## config.mk

```make
export PLATFORM = sky130hd
export DESIGN_NAME = shutter_scheduler
export DESIGN_NICKNAME = d
export VERILOG_FILES = /design/src/rtl/shutter_scheduler.sv
export SDC_FILE = /design/constraint.sdc
export NUM_CORES = 1
export LEC_CHECK = 0
export CAP_MARGIN = 20
export CORE_ASPECT_RATIO = 1.2
export CORE_MARGIN = 2
export CORE_UTILIZATION = 43
export CTS_CLUSTER_SIZE = 25
export DETAILED_ROUTE_END_ITERATION = 8
export GPL_TIMING_DRIVEN = 1
export MAX_ROUTING_LAYER = met4
export PLACE_DENSITY = 0.56
export SLEW_MARGIN = 15
export SYNTH_ARGS = -nofsm -noshare
export SYNTH_HDL_FRONTEND = slang
export SYNTH_SLANG_ARGS = --single-unit
```

## constraint.sdc

```tcl
create_clock -name clk_50 -period 5.1 [get_ports clk_50]
set_input_delay 0.765 -clock clk_50 [delete_from_list [all_inputs] [get_ports clk_50]]
set_output_delay 0.765 -clock clk_50 [all_outputs]
set_load 0.02 [all_outputs]
```

## src/rtl/shutter_scheduler.sv

```systemverilog
// shutter_scheduler: shares the motor controller's direction input between a
// manual push-button requester and an automatic light-sensor requester.
// Manual requests win arbitration. Every direction change is followed by a
// MOVE hold and a DWELL settling period. A manual move also holds off auto
// requests for OVERRIDE_MS.
module shutter_scheduler #(
  parameter int unsigned CLK_PER_MS  = 50000,
  parameter int unsigned MOVE_MS     = 6,
  parameter int unsigned DWELL_MS    = 20,
  parameter int unsigned OVERRIDE_MS = 5000
) (
  input  logic clk_50,
  input  logic reset,
  input  logic man_req,
  input  logic man_dir,
  input  logic auto_req,
  input  logic auto_dir,
  input  logic auto_en,
  output logic direct,
  output logic busy,
  output logic grant_src,
  output logic man_ack,
  output logic auto_ack,
  output logic override_active
);

  localparam int unsigned CW = 16;

  typedef enum logic [1:0] {
    ST_IDLE  = 2'd0,
    ST_MOVE  = 2'd1,
    ST_DWELL = 2'd2
  } state_t;

  state_t          r_state;
  logic            r_man_req_d;
  logic            r_auto_req_d;
  logic            r_man_pend;
  logic            r_man_pdir;
  logic            r_auto_pend;
  logic            r_auto_pdir;
  logic [CW-1:0]   r_pre;
  logic [CW-1:0]   r_ms_cnt;
  logic [CW-1:0]   r_ovr;
  logic            r_direct;
  logic            r_busy;
  logic            r_grant_src;
  logic            r_man_ack;
  logic            r_auto_ack;
  logic            r_ovr_active;

  logic            w_man_edge;
  logic            w_auto_edge;
  logic            w_tick;
  logic            w_idle_free;
  logic            w_grant_man;
  logic            w_grant_auto;
  logic            w_gdir;
  logic            w_start_move;
  logic            w_move_done;
  logic            w_dwell_done;
  logic [CW-1:0]   w_ovr_next;

  assign w_man_edge   = man_req & ~r_man_req_d;
  assign w_auto_edge  = auto_req & ~r_auto_req_d & auto_en;
  assign w_tick       = (r_pre == CW'(CLK_PER_MS - 1));

  // No grant while an ack is showing, so consecutive retires of the same
  // source never merge into a pulse longer than one cycle.
  assign w_idle_free  = (r_state == ST_IDLE) & ~r_man_ack & ~r_auto_ack;
  assign w_grant_man  = w_idle_free & r_man_pend;
  assign w_grant_auto = w_idle_free & ~r_man_pend & r_auto_pend & auto_en &
                        (r_ovr == '0);
  assign w_gdir       = w_grant_man ? r_man_pdir : r_auto_pdir;
  assign w_start_move = (w_grant_man | w_grant_auto) & (w_gdir != r_direct);
  assign w_move_done  = (r_state == ST_MOVE) & w_tick &
                        (r_ms_cnt == CW'(MOVE_MS - 1));
  assign w_dwell_done = (r_state == ST_DWELL) & w_tick &
                        (r_ms_cnt == CW'(DWELL_MS - 1));

  // Next override count: reload after a manual move, else count down to 0.
  always_comb begin
    w_ovr_next = r_ovr;
    if (w_dwell_done && r_grant_src) begin
      w_ovr_next = CW'(OVERRIDE_MS);
    end else if (w_tick && (r_ovr != '0)) begin
      w_ovr_next = r_ovr - CW'(1);
    end
  end

  // Edge history and request capture; the latest edge wins the direction.
  always_ff @(posedge clk_50) begin
    if (!reset) begin
      r_man_req_d  <= 1'b0;
      r_auto_req_d <= 1'b0;
      r_man_pend   <= 1'b0;
      r_man_pdir   <= 1'b0;
      r_auto_pend  <= 1'b0;
      r_auto_pdir  <= 1'b0;
    end else begin
      r_man_req_d  <= man_req;
      r_auto_req_d <= auto_req;
      if (w_man_edge) begin
        r_man_pend <= 1'b1;
        r_man_pdir <= man_dir;
      end else if (w_grant_man) begin
        r_man_pend <= 1'b0;
      end
      if (!auto_en) begin
        r_auto_pend <= 1'b0;
      end else if (w_auto_edge) begin
        r_auto_pend <= 1'b1;
        r_auto_pdir <= auto_dir;
      end else if (w_grant_auto) begin
        r_auto_pend <= 1'b0;
      end
    end
  end

  // Millisecond prescaler, realigned at MOVE and DWELL entry.
  always_ff @(posedge clk_50) begin
    if (!reset) begin
      r_pre <= '0;
    end else if (w_start_move || w_move_done || w_tick) begin
      r_pre <= '0;
    end else begin
      r_pre <= r_pre + CW'(1);
    end
  end

  // Auto lockout counter and its status flag.
  always_ff @(posedge clk_50) begin
    if (!reset) begin
      r_ovr        <= '0;
      r_ovr_active <= 1'b0;
    end else begin
      r_ovr        <= w_ovr_next;
      r_ovr_active <= (w_ovr_next != '0);
    end
  end

  // Grant/MOVE/DWELL sequencer with registered outputs.
  always_ff @(posedge clk_50) begin
    if (!reset) begin
      r_state     <= ST_IDLE;
      r_ms_cnt    <= '0;
      r_direct    <= 1'b0;
      r_busy      <= 1'b0;
      r_grant_src <= 1'b0;
      r_man_ack   <= 1'b0;
      r_auto_ack  <= 1'b0;
    end else begin
      r_man_ack  <= 1'b0;
      r_auto_ack <= 1'b0;
      case (r_state)
        ST_IDLE: begin
          if (w_grant_man || w_grant_auto) begin
            r_grant_src <= w_grant_man;
            if (w_start_move) begin
              r_direct <= w_gdir;
              r_busy   <= 1'b1;
              r_ms_cnt <= '0;
              r_state  <= ST_MOVE;
            end else begin
              r_man_ack  <= w_grant_man;
              r_auto_ack <= w_grant_auto;
            end
          end
        end
        ST_MOVE: begin
          if (w_move_done) begin
            r_ms_cnt <= '0;
            r_state  <= ST_DWELL;
          end else if (w_tick) begin
            r_ms_cnt <= r_ms_cnt + CW'(1);
          end
        end
        ST_DWELL: begin
          if (w_dwell_done) begin
            r_ms_cnt   <= '0;
            r_busy     <= 1'b0;
            r_state    <= ST_IDLE;
            r_man_ack  <= r_grant_src;
            r_auto_ack <= ~r_grant_src;
          end else if (w_tick) begin
            r_ms_cnt <= r_ms_cnt + CW'(1);
          end
        end
        default: r_state <= ST_IDLE;
      endcase
    end
  end

  assign direct          = r_direct;
  assign busy            = r_busy;
  assign grant_src       = r_grant_src;
  assign man_ack         = r_man_ack;
  assign auto_ack        = r_auto_ack;
  assign override_active = r_ovr_active;

endmodule

```

==> After elaboration in Yosys (flattened, before gate mapping) <==
Cells that the tools add are included.
{ "totals": {"reg_bits": 62, "in_bits": 7, "output_inout_bits": 6} }
{ "classes": {"add_sub_neg": 3, "eq_ne": 10, "n_mux": 30, "bitwise_logic": 23, "n_reduce_logical": 21} }
{ "op_table": {"columns": ["op", "count"], "rows": [
  ["16-bit two-way mux", 7],
  ["16-bit one-hot mux with 3 select lines", 1],
  ["16-bit by 1-bit adder with 16-bit output (second input constant)", 2],
  ["16-bit nonzero test", 2],
  ["16-bit equality test (second input constant)", 1],
  ["16-bit by 3-bit equality test with 1-bit output (second input constant)", 1],
  ["16-bit by 5-bit equality test with 1-bit output (second input constant)", 1],
  ["16-bit logical NOT", 1],
  ["16-bit by 1-bit subtractor with 16-bit output (second input constant)", 1],
  ["1-bit AND", 15],
  ["1-bit two-way mux", 14],
  ["2-bit two-way mux", 4],
  ["4-bit AND reduction", 2],
  ["1-bit inverter", 7],
  ["2-bit != test (second input constant)", 3],
  ["1-bit one-hot mux with 2 select lines", 3],
  ["2-bit one-hot mux with 3 select lines", 1],
  ["2-bit AND reduction", 3],
  ["3-bit AND reduction", 2],
  ["2-bit nonzero test", 3],
  ["1-bit logical OR", 3],
  ["3-bit nonzero test", 1],
  ["2-bit by 1-bit equality test with 1-bit output (second input constant)", 1],
  ["2-bit equality test (second input constant)", 1],
  ["6 further kinds", 7]
]} }

==> Logic depth before layout (Yosys ltp) <==
{ "depth": {"ltp_word": 12, "depth_mapped": 10, "depth_no_buf": 8} }

==> Worst setup path after synthesis <==
Ideal clock, no wire load.
{ "synth_timing": {"kind": "flip-flop to flip-flop", "from": "register r_state[0]", "to": "register r_ms_cnt[7]", "arrival_ps": 2840, "setup_slack_ps": 2190, "stages_incl_launch_ff": 10, "path_buffers": 1, "period_less_slack_ps": 2910, "path_cell_list": "dfxtp_1 > inv_1 > ha_1 > nor4bb_1 > mux2i_1 > mux2i_1 > or4_1 > buf_2 > or4_1 > a21oi_1"} }
{ "synth_via": {"elab_chain_cells": 11, "word_cells_on_any_way": 26, "classes_between": "eq/ne (5); mux (4); bitwise (13); reduce/logical (4)"} }
{ "synth_lines": {"columns": ["item", "line", "rtl"], "rows": [
  ["start, declared", "35", "state_t r_state;"],
  ["start signal, assigned", "145", "r_state <= ST_IDLE;"],
  ["start signal, assigned", "163", "r_state <= ST_MOVE;"],
  ["start signal, assigned", "173", "r_state <= ST_DWELL;"],
  ["2-bit logical NOT", "70, 155", null],
  ["1-bit AND (2 in a row)", "70", "assign w_idle_free = (r_state == ST_IDLE) & ~r_man_ack & ~r_auto_ack;"],
  ["1-bit AND (4 in a row)", "72", "assign w_grant_auto = w_idle_free & ~r_man_pend & r_auto_pend & auto_en &"],
  ["1-bit OR", "75", "assign w_start_move = (w_grant_man | w_grant_auto) & (w_gdir != r_direct);"],
  ["1-bit AND", "75", null],
  ["2-bit != test (no line)", null, null],
  ["3-bit AND reduction (no line)", null, null],
  ["end signal, assigned", "175", "r_ms_cnt <= r_ms_cnt + CW'(1);"],
  ["end signal, assigned", "186", "r_ms_cnt <= r_ms_cnt + CW'(1);"],
  ["end, declared", "43", "logic [CW-1:0] r_ms_cnt;"]
]} }
Several ways; a longest one is shown, not always the timed one.
A chain may end at the register's enable or synchronous reset.

==> Worst setup path in the final report <==
{ "layout_timing": {"from": "register r_state[1]", "to": "register r_ms_cnt[12]"} }
Same word-level chain as after synthesis.

==> results.json <==
{
  "start_kind": "flip-flop",
  "hp-class": "flip-flop to flip-flop",
  "antenna_cells": 0,
  "fin_crit_ns": 3.51,
  "critPathKind": "flip-flop to flip-flop",
  "die_height_microns": 98.7,
  "worstPathArrival_ns": 3.71,
  "syn_nets": 397,
  "grt.total_usage_pct": 19.4,
  "synth_cells": 380,
  "cp-end-kind": "flip-flop",
  "synth-edff-count": 0,
  "grt_pass1_wl_mm": 12.5,
  "maxSlewViolCount": 0,
  "core-area_sq_um": 7230,
  "setup_violations": 0,
  "final_common_cell": "dfxtp_1",
  "drv_cap": 0,
  "cts_resized": 0,
  "placed_cell_area_sq_um": 3370,
  "postLayoutSetupSlackWorst_ns": 1.59,
  "num_vias": 2726,
  "critPathMaxFanout": 16,
  "tightest_slew_ns": 0.827,
  "antenna_found_initial": 0,
  "io_pins": 13,
  "drive_above_1_share_pct": 6.39,
  "drc_errors": 0,
  "drtIter0Drc": 115,
  "ir_worst_vdd_uv": 135,
  "die_x_microns": 82.9,
  "clkSlewWorstSetupHoldPaths_ns": 0.07,
  "area_growth_pct": 10.7,
  "nets": 403,
  "ys_types": 45,
  "clock_skew_ns": 0.00530,
  "finalHoldViolCount": 0,
  "status": "complete, no violations",
  "port_buffers": 12,
  "period_share_pct": 68.7,
  "grt-ovfl-total": 0,
  "cp_slowest_stage_delay_ns": 0.70,
  "p_leak_nw": 1.28,
  "ys_seq_elements": 62,
  "drt.antenna.violating_nets": 0,
  "initial_core_util_pct": 44.4,
  "fmaxAchievable_ghz": 0.285,
  "synth_ff_type": "dfxtp_1",
  "row_count": 34,
  "fin_area_sq_um": 3560,
  "mostFrequentLayoutCells": "dfxtp_1, nor2_1, a21oi_1, nand2_1, nand3_1",
  "clockRootBuffer": "clkbuf_8",
  "dpl.hpwl_mm": 5.08,
  "async_flop_share_pct": 0,
  "slew_headroom_pct": 44.9,
  "ys_warn_count": 0,
  "clock_latency_ns": 0.34,
  "p_per_area_nw_per_um2": 275,
  "finalSetupTns_ns": 0,
  "vias_per_cell": 5.67,
  "hold-worst-slack_ns": 0.443,
  "cts_max_level": 3,
  "grt_max_degree": 17,
  "drt-total-wl_mm": 7.24,
  "place_congestion": 0.825,
  "fin_util_pct": 49.2,
  "cp_slowest_cell": "nor4bb_1",
  "place_ws_ns": 1.55,
  "cts_tree": "yes",
  "cts.path.max_buffers": 2,
  "wl_per_cell_microns": 15.1,
  "first_pass_iters": 4,
  "fillCellCount": 740,
  "grt_pass1_vias": 2593,
  "cp_common_cell": "mux2i_1",
  "mappedNetlistArea_sq_um": 3210,
  "crit_required_ns": 5.30,
  "numClockSinks": 62,
  "post_cts_buffers": 0,
  "grt_setup_unrepaired": "false",
  "cts_inserted_buffers": 9,
  "dieArea_sq_um": 8180,
  "postCtsHoldBufs": 0,
  "path_cells": "inv_1, ha_1, nor4bb_1, mux2i_1, mux2i_1, or2_2, o31ai_4, nor2_1",
  "yosysSeqAreaShare_pct": 38.6,
  "syn_area_per_cell_sq_um": 8.46
}
flip-flops by register name (all words and copies together) (netlist names):
register         flops
r_ovr               16
man_ack              1
r_man_pdir           1
auto_ack             1
r_state              2
r_ms_cnt            16
r_auto_pdir          1
r_auto_req_d         1
r_pre               16
r_auto_pend          1
grant_src            1
direct               1
busy                 1
r_man_pend           1
r_man_req_d          1
override_active      1
final timing paths:
check / startpoint / to / slack (ns) / cells after the start
min: r_pre[0]$_SDFF_PP0_ / r_pre[0]$_SDFF_PP0_ / 0.44 / 1
min reg2reg: r_pre[0]$_SDFF_PP0_ / r_pre[0]$_SDFF_PP0_ / 0.44 / 1
max: r_state[1]$_SDFFE_PN0P_ / r_ms_cnt[12]$_SDFFE_PN0P_ / 1.59 / 8
max reg2reg: r_state[1]$_SDFFE_PN0P_ / r_ms_cnt[12]$_SDFFE_PN0P_ / 1.59 / 8
cells by family (layout without fill, tap and decap cells):
family	Yosys count	count (layout)	synth area share (%)
AO/OA/AOI/OAI	52	52	10.3
flip-flops	62	62	38.6
AND/OR/NAND/NOR	188	188	32.0
buffers and inverters	26	37	3.43
adder cells (fa/ha/maj)	10	10	3.89
multiplexers	6	6	1.91
XOR/XNOR	36	36	9.81
final cells by class:
type                       instances  area, sq um  share of cell area, %
clock buffer                      13          169                   4.75
clock inverter                     3         17.5                  0.493
tap                               90          113                   3.17
inverter                           9         33.8                  0.950
timing repair buffer              12          120                   3.38
sequential                        62         1240                   34.9
multi-input combinational        292         1860                   52.4
metrics by stage:
stage | instances | power [mW]
finish | 481 | 0.978
global route | 481 | 1.02
CTS | 481 | 0.991
detailed placement | 465 | 0.582
global placement | 465 | 0.581
floorplan | 380 | 0.561
worst max-delay path: cells and delay by family (launching register included):
family,cells,cell delay (ns)
AO/OA/AOI/OAI,1,0.64
adder cells (fa/ha/maj),1,0.26
buffers and inverters,1,0.11
flip-flops,1,0.34
multiplexers,2,0.74
AND/OR/NAND/NOR,3,1.28
power by group:
| group | total, mW | leakage (nW) | internal (mW) | switching (mW) |
|---|---|---|---|---|
| clock | 0.408 | 0.0954 | 0.215 | 0.193 |
| sequential | 0.500 | 0.501 | 0.492 | 0.00718 |
| combinational | 0.0706 | 0.686 | 0.0265 | 0.0441 |
| total | 0.978 | 1.28 | 0.734 | 0.244 |
cell usage after synthesis, drive strengths merged (2+ instances only):
library cell | count | share of area (%)
nand3 | 21 | 3.3
nand2 | 22 | 2.6
nor4bb | 3 | 0.93
nor2b | 3 | 0.58
nor3 | 11 | 1.7
o31ai | 6 | 1.8
a31o | 2 | 0.55
a31oi | 3 | 0.58
nor4 | 13 | 3.0
clkbuf | 12 | 1.4
a311oi | 2 | 0.55
nand4 | 10 | 1.9
o21ai | 7 | 1.1
and3 | 9 | 1.8
nor4b | 5 | 1.4
or2 | 2 | 0.39
inv | 9 | 1.1
dfxtp | 62 | 39
nor2 | 54 | 6.3
a21boi | 2 | 0.47
and4b | 2 | 0.62
a21oi | 24 | 3.7
or3 | 5 | 0.97
o41ai | 2 | 0.55
nand3b | 3 | 0.70
and2 | 5 | 0.97
xnor2 | 18 | 4.9
nand2b | 4 | 0.78
a211oi | 2 | 0.47
xor2 | 18 | 4.9
or4 | 10 | 2.5
ha | 10 | 3.9
buf | 5 | 0.97
mux2i | 5 | 1.6
nand4b | 3 | 0.82
routing by layer:
metal | up-vias | GRT usage [%] | wire [microns] | share of wire (%)
li1 | 1385 | - | - | -
met1 | 1292 | 24.2 | 3390 | 47
met2 | 41 | 30.6 | 3550 | 49
met3 | 8 | 3.10 | 207 | 2.9
met4 | 0 | 9.33 | 101 | 1.4
met5 | - | - | 0 | 0
Power figures use the tool's default switching activity.
